**src/rtl/serial_lane_arbiter.sv**
```systemverilog
// Round-robin arbiter and serializer for one shared 1-bit lane carrying 4-bit frames.
// A frame is 4 data cycles (LSB first) followed by a single guard cycle.
module serial_lane_arbiter #(
    parameter int N_REQ = 4,
    parameter int CW    = $clog2(N_REQ)
) (
    input  logic               clk,
    input  logic               reset,
    input  logic               en,
    input  logic [N_REQ-1:0]   req,
    input  logic [4*N_REQ-1:0] data_in,
    output logic [N_REQ-1:0]   gnt,
    output logic [CW-1:0]      owner,
    output logic               busy,
    output logic               tx,
    output logic               tx_valid,
    output logic               done
);

    typedef enum logic [1:0] {IDLE, SHIFT, GAP} state_t;

    state_t           state_q, state_d;
    logic [1:0]       cnt_q, cnt_d;
    logic [CW-1:0]    ptr_q, ptr_d;
    logic [CW-1:0]    owner_q, owner_d;
    logic [2:0]       shreg_q, shreg_d;
    logic [N_REQ-1:0] gnt_q, gnt_d;
    logic             busy_q, busy_d;
    logic             tx_q, tx_d;
    logic             done_q, done_d;

    logic [CW-1:0]    winner;
    logic             found;
    logic             grant;
    logic [3:0]       nibble;
    int               idx;

    // Scan ptr, ptr+1, ... wrapping at N_REQ; first asserted request wins.
    always_comb begin
        found  = 1'b0;
        winner = '0;
        idx    = 0;
        for (int k = 0; k < N_REQ; k++) begin
            idx = int'(ptr_q) + k;
            if (idx >= N_REQ) idx = idx - N_REQ;
            if (!found && req[idx]) begin
                found  = 1'b1;
                winner = CW'(idx);
            end
        end
    end

    assign grant  = (state_q != SHIFT) && en && found;
    assign nibble = data_in[{winner, 2'b00} +: 4];

    always_comb begin
        state_d = state_q;
        cnt_d   = cnt_q;
        ptr_d   = ptr_q;
        owner_d = owner_q;
        shreg_d = shreg_q;
        gnt_d   = '0;
        busy_d  = 1'b0;
        tx_d    = 1'b0;
        done_d  = 1'b0;

        case (state_q)
            SHIFT: begin
                if (cnt_q != 2'd3) begin
                    cnt_d   = cnt_q + 2'd1;
                    busy_d  = 1'b1;
                    tx_d    = shreg_q[0];
                    shreg_d = shreg_q >> 1;
                end else begin
                    state_d = GAP;
                    done_d  = 1'b1;
                end
            end
            default: state_d = IDLE;
        endcase

        // A grant out of GAP goes straight back into SHIFT.
        if (grant) begin
            state_d       = SHIFT;
            cnt_d         = 2'd0;
            owner_d       = winner;
            ptr_d         = (int'(winner) == N_REQ - 1) ? '0 : winner + 1'b1;
            gnt_d[winner] = 1'b1;
            busy_d        = 1'b1;
            tx_d          = nibble[0];
            shreg_d       = nibble[3:1];
        end
    end

    always_ff @(posedge clk or negedge reset) begin
        if (!reset) begin
            state_q <= IDLE;
            cnt_q   <= '0;
            ptr_q   <= '0;
            owner_q <= '0;
            shreg_q <= '0;
            gnt_q   <= '0;
            busy_q  <= 1'b0;
            tx_q    <= 1'b0;
            done_q  <= 1'b0;
        end else begin
            state_q <= state_d;
            cnt_q   <= cnt_d;
            ptr_q   <= ptr_d;
            owner_q <= owner_d;
            shreg_q <= shreg_d;
            gnt_q   <= gnt_d;
            busy_q  <= busy_d;
            tx_q    <= tx_d;
            done_q  <= done_d;
        end
    end

    assign gnt      = gnt_q;
    assign owner    = owner_q;
    assign busy     = busy_q;
    assign tx       = tx_q;
    assign tx_valid = busy_q;
    assign done     = done_q;

endmodule
```
**config.mk**
```make
export PLATFORM = sky130hd
export DESIGN_NAME = serial_lane_arbiter
export DESIGN_NICKNAME = d
export VERILOG_FILES = /design/src/rtl/serial_lane_arbiter.sv
export SDC_FILE = /design/constraint.sdc
export NUM_CORES = 1
export LEC_CHECK = 0
export ABC_AREA = 1
export CAP_MARGIN = 20
export CORE_ASPECT_RATIO = 1.2
export CORE_MARGIN = 2
export CORE_UTILIZATION = 45
export CTS_CLUSTER_SIZE = 20
export DETAILED_ROUTE_END_ITERATION = 7
export GPL_TIMING_DRIVEN = 1
export MAX_ROUTING_LAYER = met4
export PLACE_DENSITY = 0.84
export SYNTH_ARGS = -nofsm -noshare
export SYNTH_HDL_FRONTEND = slang
export SYNTH_SLANG_ARGS = --single-unit
```
**constraint.sdc**
```tcl
create_clock -name clk -period 3.67 [get_ports clk]
set_input_delay 0.5505 -clock clk [delete_from_list [all_inputs] [get_ports clk]]
set_output_delay 0.5505 -clock clk [all_outputs]
set_load 0.005 [all_outputs]
```
==> impl_metrics.yaml, run 1 <==
synth:
  syn_inst: 170
  yosysTopAreaCell: "dfrtp_1"
  syn_nets: 198
  synth_area_leaders: "dfrtp_1, nand2_1, inv_1, ha_1, nand3_1"
  netlist_top_cells_count: "nand2_1, inv_1, dfrtp_1, nand3_1, nor2_1"
  synth_cell_type_count: 21
  seq_area_frac_synth_pct: 37.1
  async_flop_share_pct: 100
  synth_edf_count: 0
  ys.flop_type: "dfrtp_1"
  yosysWarnings: 0
  yosysMostFrequentCell: "nand2_1"
  syn_area_um2: 1210
  synth_seq_cells: 18
  avgSynthCellArea_um2: 7.14
  yosysTopAreaCellShare_pct: 37.1
global_routing:
  antenna_found_initial: 0
  first_global_vias: 988
  grt_pass1_wl_um: 3940
  grt_usage_pct: 17.4
  grt_overflow: 0
  grt_start_max_net_pins: 19
cts:
  clockBufferDepth: 2
  clock_sinks: 18
  cts_hold_buffers: 0
  cts-resized-gates: 0
  insertion_delay_ns: 0.30
  cts_made_buffers: 3
  cts_tree: "done"
  cts.htree.levels: 1
  postCtsSetupRepairBufs: 0
  clkSlewWorstSetupHoldPaths_ns: 0.10
  cts-root-buf: "clkbuf_4"
outcome:
  outcome: "finished, final reports clean"
worst_hold_path:
  holdPathStages: 1
  hp-start: "cnt_q[0]"
  min_to: "cnt_q[0]"
  hp-class: "reg -> reg"
power_and_ir_drop:
  ir_drop_v: 0.000590
  power_frac_clock_pct: 8.4
  p_per_area_nw_per_um2: 921
  switchingPower_mw: 0.730
  comb_power_share_pct: 67.8
  swShare_pct: 50.3
  seqPwrFrac_pct: 23.8
  p_leak_nw: 0.836
  power.internal_mw: 0.720
placement:
  place_inst: 231
  dpl.hpwl_um: 1940
  portBuffers: 32
  routabilityCongestion: 0.859
run:
  max_cap_viol_count: 0
finish:
  fillers: 227
  syn_to_final_growth_pct: 29.7
  antennaDiodeCount: 0
  finalNonFillerCells: 235
  fin_nets: 231
  drive_above_1_share_pct: 11.9
  utilization_pct: 61.7
route:
  via_per_inst: 4.68
  detail-route-antenna-nets: 0
  drc: 0
  drtPass1Iterations: 3
  avgRoutedWirePerCell_um: 9.86
  drt_iter0_drc: 11
  wl_um: 2320
  num_vias: 1099
die:
  start_util_pct: 47.5
  die_area_um2: 3130
  die_h_um: 60.9
  io_pins: 33
  fp-row-count: 20
  die_x_um: 51.4
  coreArea_um2: 2550
critical_path:
  endpoint_kind: "flop"
  ff2ff_path_depth: 12
  path_cells: "clkdlybuf4s50_1 -> inv_1 -> nand2_1 -> nand3_1 -> nand2_2 -> nor2_8 -> nand3_4 -> nand3_4 -> inv_2 -> ha_1 -> nand2_1 -> o21ai_1"
  crit_type: "in -> reg"
  timing.rr.start: "ptr_q[0]"
  start_kind: "input pin"
  critPathRequiredTime_ns: 3.86
  r2r_setup_slack_ns: 1.57
  critPathMaxStageDelay_ns: 0.41
  cp_max_fo: 13
  cp_slowest_cell: "clkdlybuf4s50_1"
  worstReg2RegEnd: "ptr_q[1]"
  worstPathArrival_ns: 2.32
timing:
  hold_violations: 0
  min_period_ns: 2.13
  maxSlewHeadroom_pct: 48.8
  period_share_pct: 58.1
  slew_violations: 0
  worst_slew_pin_slew_ns: 0.766
  fmax_ghz: 0.469
  skew_ns: 0.00672
  setup_viol: 0
  setup_tns_ns: 0
  rsz0062_at_grt: "false"
==> area by class of cell <==
cell class	count	area, µm²	share of cell area (%)
Sequential cell	18	450	28.6
Tap cell	33	41.3	2.62
Clock buffer	4	36.3	2.31
Timing Repair Buffer	32	320	20.3
Multi-Input combinational cell	124	631	40.1
Inverter	24	95.1	6.04
==> layout by cell type (no fill, tap or decap), types with 3 or more instances in the layout <==
cell type and instances:
inv_1 19, clkdlybuf4s50_1 32, nand3_2 3, clkbuf_4 3, nor2_1 12, nand2_2 6
ha_1 5, inv_2 4, dfrtp_1 18, nand2_1 70, nand3_1 12, o21ai_0 4
==> routing by layer <==
metal	wire (µm)	part of all wire, %	track usage (%)	vias up
li1	-	-	-	583
met1	944	41	17.8	485
met2	1260	54	32.2	24
met3	67	2.9	1.97	7
met4	48	2.1	9.40	0
met5	0	0	-	-
==> state kept, by name, summed over array words and instances, names as in the netlist <==
| name | count |
|---|---|
| done | 1 |
| state_q | 2 |
| owner | 2 |
| busy | 1 |
| cnt_q | 2 |
| tx | 1 |
| ptr_q | 2 |
| shreg_q | 3 |
| gnt | 4 |
==> power groups by stage <==
stage | combinational [mW] | sequential, mW | clock (mW)
6_report | 0.983 | 0.346 | 0.122
5_1_grt | 1.13 | 0.354 | 0.135
4_1_cts | 0.997 | 0.346 | 0.124
3_5_place_dp | 0.997 | 0.349 | 0
3_3_place_gp | 0.976 | 0.346 | 0
2_1_floorplan | 0.803 | 0.328 | 0
==> worst max-delay path by stage <==
stage,start,end,slack [ns],depth (start not counted)
after floorplan,req[3],ptr_q[1],1.86,11
after global placement,req[1],ptr_q[1],1.23,12
after detailed placement,req[1],ptr_q[1],1.21,12
after CTS,req[1],ptr_q[1],1.54,12
after global routing,req[0],cnt_q[1],1.37,11
final,req[1],ptr_q[1],1.54,12
==> worst max-delay path: cells and delay by family <==
family / cells / cell delay [ns]
compound gates: 1 / 0.05
fa+ha+maj: 1 / 0.30
simple gates: 7 / 0.80
buf+inv: 3 / 0.60
==> logic make-up after synthesis <==
logic type / Yosys count / synth area share (%)
and+or+nand+nor: 110 / 42.5
buffers and inverters: 28 / 10.9
DFF: 18 / 37.1
AOI/OAI and AO/OA: 9 / 4.33
adders and majority gates: 5 / 5.15
==> per-stage QoR <==
step | setup slack [ns] | power [mW] | instance area (µm²) | hold WS [ns]
floorplan | 1.86 | 1.13 | 1210 | 0.255
global placement | 1.23 | 1.32 | 1540 | 0.466
detailed placement | 1.21 | 1.35 | 1540 | 0.491
CTS | 1.54 | 1.47 | 1570 | 0.509
global route | 1.37 | 1.62 | 1570 | 0.529
finish | 1.54 | 1.45 | 1570 | 0.508
No activity file was read; power rests on OpenSTA's default activity.
==> run 2: changes to the inputs <==
==> constraint.sdc (replaced) <==
create_clock -name clk -period 2.13 [get_ports clk]
set_input_delay 0.3195 -clock clk [delete_from_list [all_inputs] [get_ports clk]]
set_output_delay 0.3195 -clock clk [all_outputs]
set_load 0.005 [all_outputs]
==> impl_metrics.yaml, run 2 (synthesis results as in run 1) <==
timing:
  period_share_pct: 91.6
  slew_violations: 0
  min_period_ns: 1.95
  setup_viol: 0
  maxSlewHeadroom_pct: 75.3
  rsz0062_at_grt: "false"
  skew_ns: 0.00764
  setup_ws_ns: 0.178
  fmax_ghz: 0.512
  hold_violations: 0
  worst_slew_pin_slew_ns: 0.370
cts:
  postCtsSetupRepairBufs: 0
  cts_tree: "done"
  cts_hold_buffers: 0
  insertion_delay_ns: 0.28
  cts_made_buffers: 3
  clkSlewWorstSetupHoldPaths_ns: 0.10
  cts-resized-gates: 0
  clock_sinks: 18
  cts-root-buf: "clkbuf_4"
  clockBufferDepth: 2
  cts.htree.levels: 1
route:
  via_per_inst: 4.67
  avgRoutedWirePerCell_um: 9.67
  wl_um: 2330
  detail-route-antenna-nets: 0
  drtPass1Iterations: 4
  num_vias: 1125
  drc: 0
  drt_iter0_drc: 26
outcome:
  outcome: "finished, final reports clean"
finish:
  largest_reg_flops: 4
  mostFrequentLayoutCell: "nand2_1"
  utilization_pct: 63.4
  drive_above_1_share_pct: 14.4
  fin_nets: 237
  antennaDiodeCount: 0
  mostFrequentLayoutCells: "nand2_1, clkdlybuf4s50_1, inv_1, dfrtp_1"
  syn_to_final_growth_pct: 33.4
critical_path:
  cp_slowest_cell: "dfrtp_1"
  cp_max_fo: 10
  crit_type: "reg -> reg"
  critPathMaxStageDelay_ns: 0.52
  worstReg2RegEnd: "ptr_q[1]"
  timing.rr.start: "ptr_q[0]"
  worstPathArrival_ns: 2.12
  critPathRequiredTime_ns: 2.30
  r2r_setup_slack_ns: 0.18
  endpoint_kind: "flop"
  path_cells: "inv_6 -> nand2_1 -> nand3_1 -> nand2_2 -> nor2_8 -> nand3_1 -> nand2_2 -> inv_1 -> ha_1 -> nand2_1 -> o21ai_1"
  ff2ff_path_depth: 11
  start_kind: "flop"
placement:
  portBuffers: 32
  routabilityCongestion: 0.852
  dpl.hpwl_um: 1960
  pre_cts_ws_ns: -0.00543
power_and_ir_drop:
  p_leak_nw: 0.864
  ir_drop_v: 0.000935
  p_per_area_nw_per_um2: 1620
  finalPower_mw: 2.62
global_routing:
  grt_overflow: 0
  grt_start_max_net_pins: 19
  first_global_vias: 1016
  grt_pass1_wl_um: 4040
  grtUsageMet1_pct: 20.7
  grt-busiest-layer: "met2"
  met2_usage_pct: 30.6
  met3_usage_pct: 1.72
  antenna_found_initial: 0
  grt_usage_pct: 17.8
die:
  coreArea_um2: 2550
  die_x_um: 51.4
  fp-row-count: 20
  start_util_pct: 47.5
  die_area_um2: 3130
  die_h_um: 60.9
  io_pins: 33
worst_hold_path:
  hp-class: "in -> async"
run:
  max_cap_viol_count: 0
run 2: final cells by class:
cell class	instances	area, µm²
tap	33	41.3
clock buffer	4	36.3
multi-input combinational	124	631
timing repair buffer	38	365
fill	232	933
inverter	24	95.1
sequential	18	450
run 2: worst max path at each step:
| stage | startpoint | end | slack (ns) | cells past startpoint |
|---|---|---|---|---|
| after global placement | req[1] | ptr_q[1] | 0.05 | 12 |
| final | ptr_q[0] | ptr_q[1] | 0.18 | 11 |
| after floorplan | ptr_q[0] | ptr_q[1] | 0.36 | 12 |
| after CTS | ptr_q[0] | ptr_q[1] | 0.18 | 11 |
| after detailed placement | req[1] | ptr_q[1] | -0.005 | 12 |
| after global routing | ptr_q[0] | ptr_q[1] | 0.05 | 12 |
run 2: report_power, final:
part	internal (mW)	switching (mW)	total, mW	leakage, nW
Clock	0.104	0.0989	0.203	0.0210
Sequential	0.494	0.0949	0.589	0.228
Combinational	0.754	1.07	1.82	0.616
Total	1.35	1.26	2.62	0.864
run 2: per-stage QoR:
stage	instances	instance area (µm²)	TNS (ns)	hold WS, ns
floorplan	170	1210	0	0.0239
global placement	237	1580	0	0.466
detailed placement	237	1580	-0.00543	0.470
CTS	241	1620	0	0.359
global route	241	1620	0	0.355
finish	241	1620	0	0.348
run 2: per-layer routing:
layer  share of wire (%)  vias up  routed length [µm]
met3                 3.8        4                  88
met2                  53       33                1240
met4                 1.5        0                  34
met1                  42      493                 972
met5                   0        -                   0
li1                    -      595                   -
run 2: worst max-delay path: cells and delay by family, from the launching register on:
family	cells	cell delay, ns
DFF	1	0.52
AOI/OAI and AO/OA	1	0.05
and+or+nand+nor	7	0.77
adders and majority gates	1	0.27
buffers and inverters	2	0.23
==> run 3: changes to the inputs <==
--- a/config.mk
+++ b/config.mk
@@ -6,12 +6,13 @@
 export NUM_CORES = 1
 export LEC_CHECK = 0
 export ABC_AREA = 1
-export CAP_MARGIN = 20
+export CAP_MARGIN = 15
 export CORE_ASPECT_RATIO = 1.2
 export CORE_MARGIN = 2
 export CORE_UTILIZATION = 45
 export CTS_CLUSTER_SIZE = 20
 export DETAILED_ROUTE_END_ITERATION = 7
+export GPL_ROUTABILITY_DRIVEN = 0
 export GPL_TIMING_DRIVEN = 1
 export MAX_ROUTING_LAYER = met4
 export PLACE_DENSITY = 0.84
==> results of run 3 <==
Same layout as run 2: the final DEF is identical, and so are final timing and power.
==> RTL edit, RTL diff (config.mk and constraints of run 3) <==
The parameter `N_REQ` goes from 4 to 2.
--- a/src/rtl/serial_lane_arbiter.sv
+++ b/src/rtl/serial_lane_arbiter.sv
@@ -2,5 +2,5 @@
 // A frame is 4 data cycles (LSB first) followed by a single guard cycle.
 module serial_lane_arbiter #(
-    parameter int N_REQ = 4,
+    parameter int N_REQ = 2,
     parameter int CW    = $clog2(N_REQ)
 ) (
Ports: changed (resized data_in, gnt, owner and req); port bits go from 33 to 20. The function was not compared with the original's and may differ.
==> RTL edit against run 3 <==
  * Power decreased by 59%
  * Global-route usage decreased by 1.1 points
  * Highest routed layer unchanged
  * Worst setup slack improved by 490 ps
  * Final cell count decreased by 55%
  * Final area decreased by 45%
  * Sequential cell count decreased by 4
  * Routed wire length decreased by 51%
  * Area after synthesis decreased by 47%
  * Non-clock buffer count decreased by 19
  * Clock skew decreased by 7.1 ps
==> RTL edit: results (changes against run 3) <==
\begin{tabular}{lr}
\hline
Metric & Value \\
\hline
\multicolumn{2}{l}{\textbf{Synth}} \\
\quad Mapped Nets & 83 (-58\%) \\
\quad Mean instance size in the synthesized netlist & 9.39 um\^{}2 (+32\%) \\
\quad Top cells by area, synth & dfrtp\_1 (54\%), nand2\_1 (16\%), nand2\_4 (5.2\%) \\
\multicolumn{2}{l}{\textbf{Detailed routing}} \\
\quad Met2 wirelength from detailed routing & 550 um (-56\%) \\
\quad Met1 routed wirelength after detailed routing & 484 um (-50\%) \\
\quad Drt first pass iters & 3 (-1) \\
\quad First DRT Iteration DRCs & 3 (-88\%) \\
\quad Met3 wirelength from detailed routing & 67 um (-24\%) \\
\multicolumn{2}{l}{\textbf{Place}} \\
\quad IO buf count & 19 (-41\%) \\
\quad Placed Instances & 104 (-56\%) \\
\quad HPWL reported at the end of detailed placement & 919 um (-53\%) \\
\quad Cell area after placement & 852 um\^{}2 (-46\%) \\
\multicolumn{2}{l}{\textbf{Critical path}} \\
\quad Launch instance of the worst register-to-register path & cnt\_q[0] \\
\quad Delay of the slowest critical-path stage & 500 ps (-20 ps) \\
\quad Slowest cell on crit path & clkdlybuf4s50\_1 \\
\quad Data arrival time of the critical path & 1140 ps (-980 ps) \\
\quad Capturing element of the worst setup path & owner \\
\quad Worst Reg-to-Reg Cells & 7 (-4) \\
\quad Crit-path leading delay family & buffers and inverters \\
\multicolumn{2}{l}{\textbf{GRT}} \\
\quad Global-route met1 utilization & 18.4\% (-2.2 points) \\
\quad Wire length of the first global-routing pass & 1860 um (-54\%) \\
\quad GR Util met2 & 24.3\% (-6.3 points) \\
\quad Number of global-route vias before repair & 466 (-54\%) \\
\quad Pin count of the biggest net entering global routing & 15 (-4) \\
\multicolumn{2}{l}{\textbf{Finish}} \\
\quad Max reg flops & 3 (-1) \\
\quad Number of filler cells placed in the layout & 120 (-48\%) \\
\quad Layout Cells excl Fill & 108 (-55\%) \\
\multicolumn{2}{l}{\textbf{Power}} \\
\quad Worst-case vdd ir drop & 0.000542 V (-42\%) \\
\quad Static Leak & 0.000447 uW (-48\%) \\
\multicolumn{2}{l}{\textbf{Run status}} \\
\quad Result of the run & finished clean \\
\hline
\end{tabular}
-- RTL edit: changes by cell type after synthesis, sizes merged, moves of 4 or more --
cell	run 3	this run
ha	5	1
nand3	17	6
nand2	76	31
inv	24	4
nor2	15	6
dfrtp	18	14
o21ai	6	2
-- RTL edit: worst min-delay path by stage --
stage	end	slack, ps	cells past startpoint	startpoint
after global placement	cnt_q[1]	490	2	cnt_q[1]
final	state_q[1]	410	1	reset
after floorplan	busy	20	0	reset
after detailed placement	owner	480	2	owner
after CTS	shreg_q[0]	430	1	reset
after global routing	busy	450	1	reset
-- RTL edit: through the flow --
step | hold slack (ps) | worst slack, ps | power, uW
after floorplan | 23.9 | 932 | 723
after global placement | 487 | 617 | 883
after detailed placement | 482 | 593 | 895
after CTS | 431 | 661 | 1080
after global routing | 452 | 629 | 1150
final | 410 | 672 | 1070
-- RTL edit: power breakdown --
group | switching (uW) | internal (uW) | leakage (uW)
registers | 56.9 | 370 | 0.000179
logic | 240 | 217 | 0.000247
clock network | 84.4 | 104 | 0.0000210
total | 382 | 691 | 0.000447
-- RTL edit: cells by family (layout without fill, tap and decap cells) --
logic type	after synthesis	after routing	share of synthesized area, %
and+or+nand+nor	45	45	37.1
DFF	14	14	54.1
buffers and inverters	6	28	4.05
AOI/OAI and AO/OA	2	2	1.54
adders and majority gates	1	1	1.93
xor gates and xnor gates	1	1	1.35
-- RTL edit: layout make-up --
class / count / area (um^2) / share of cell area [%]
inverters: 5 / 18.8 / 2.11
flip-flops and latches: 14 / 350 / 39.4
repair buffers: 19 / 190 / 21.4
clock buffers: 4 / 36.3 / 4.08
multi-input cells: 49 / 272 / 30.6
well taps: 17 / 21.3 / 2.39
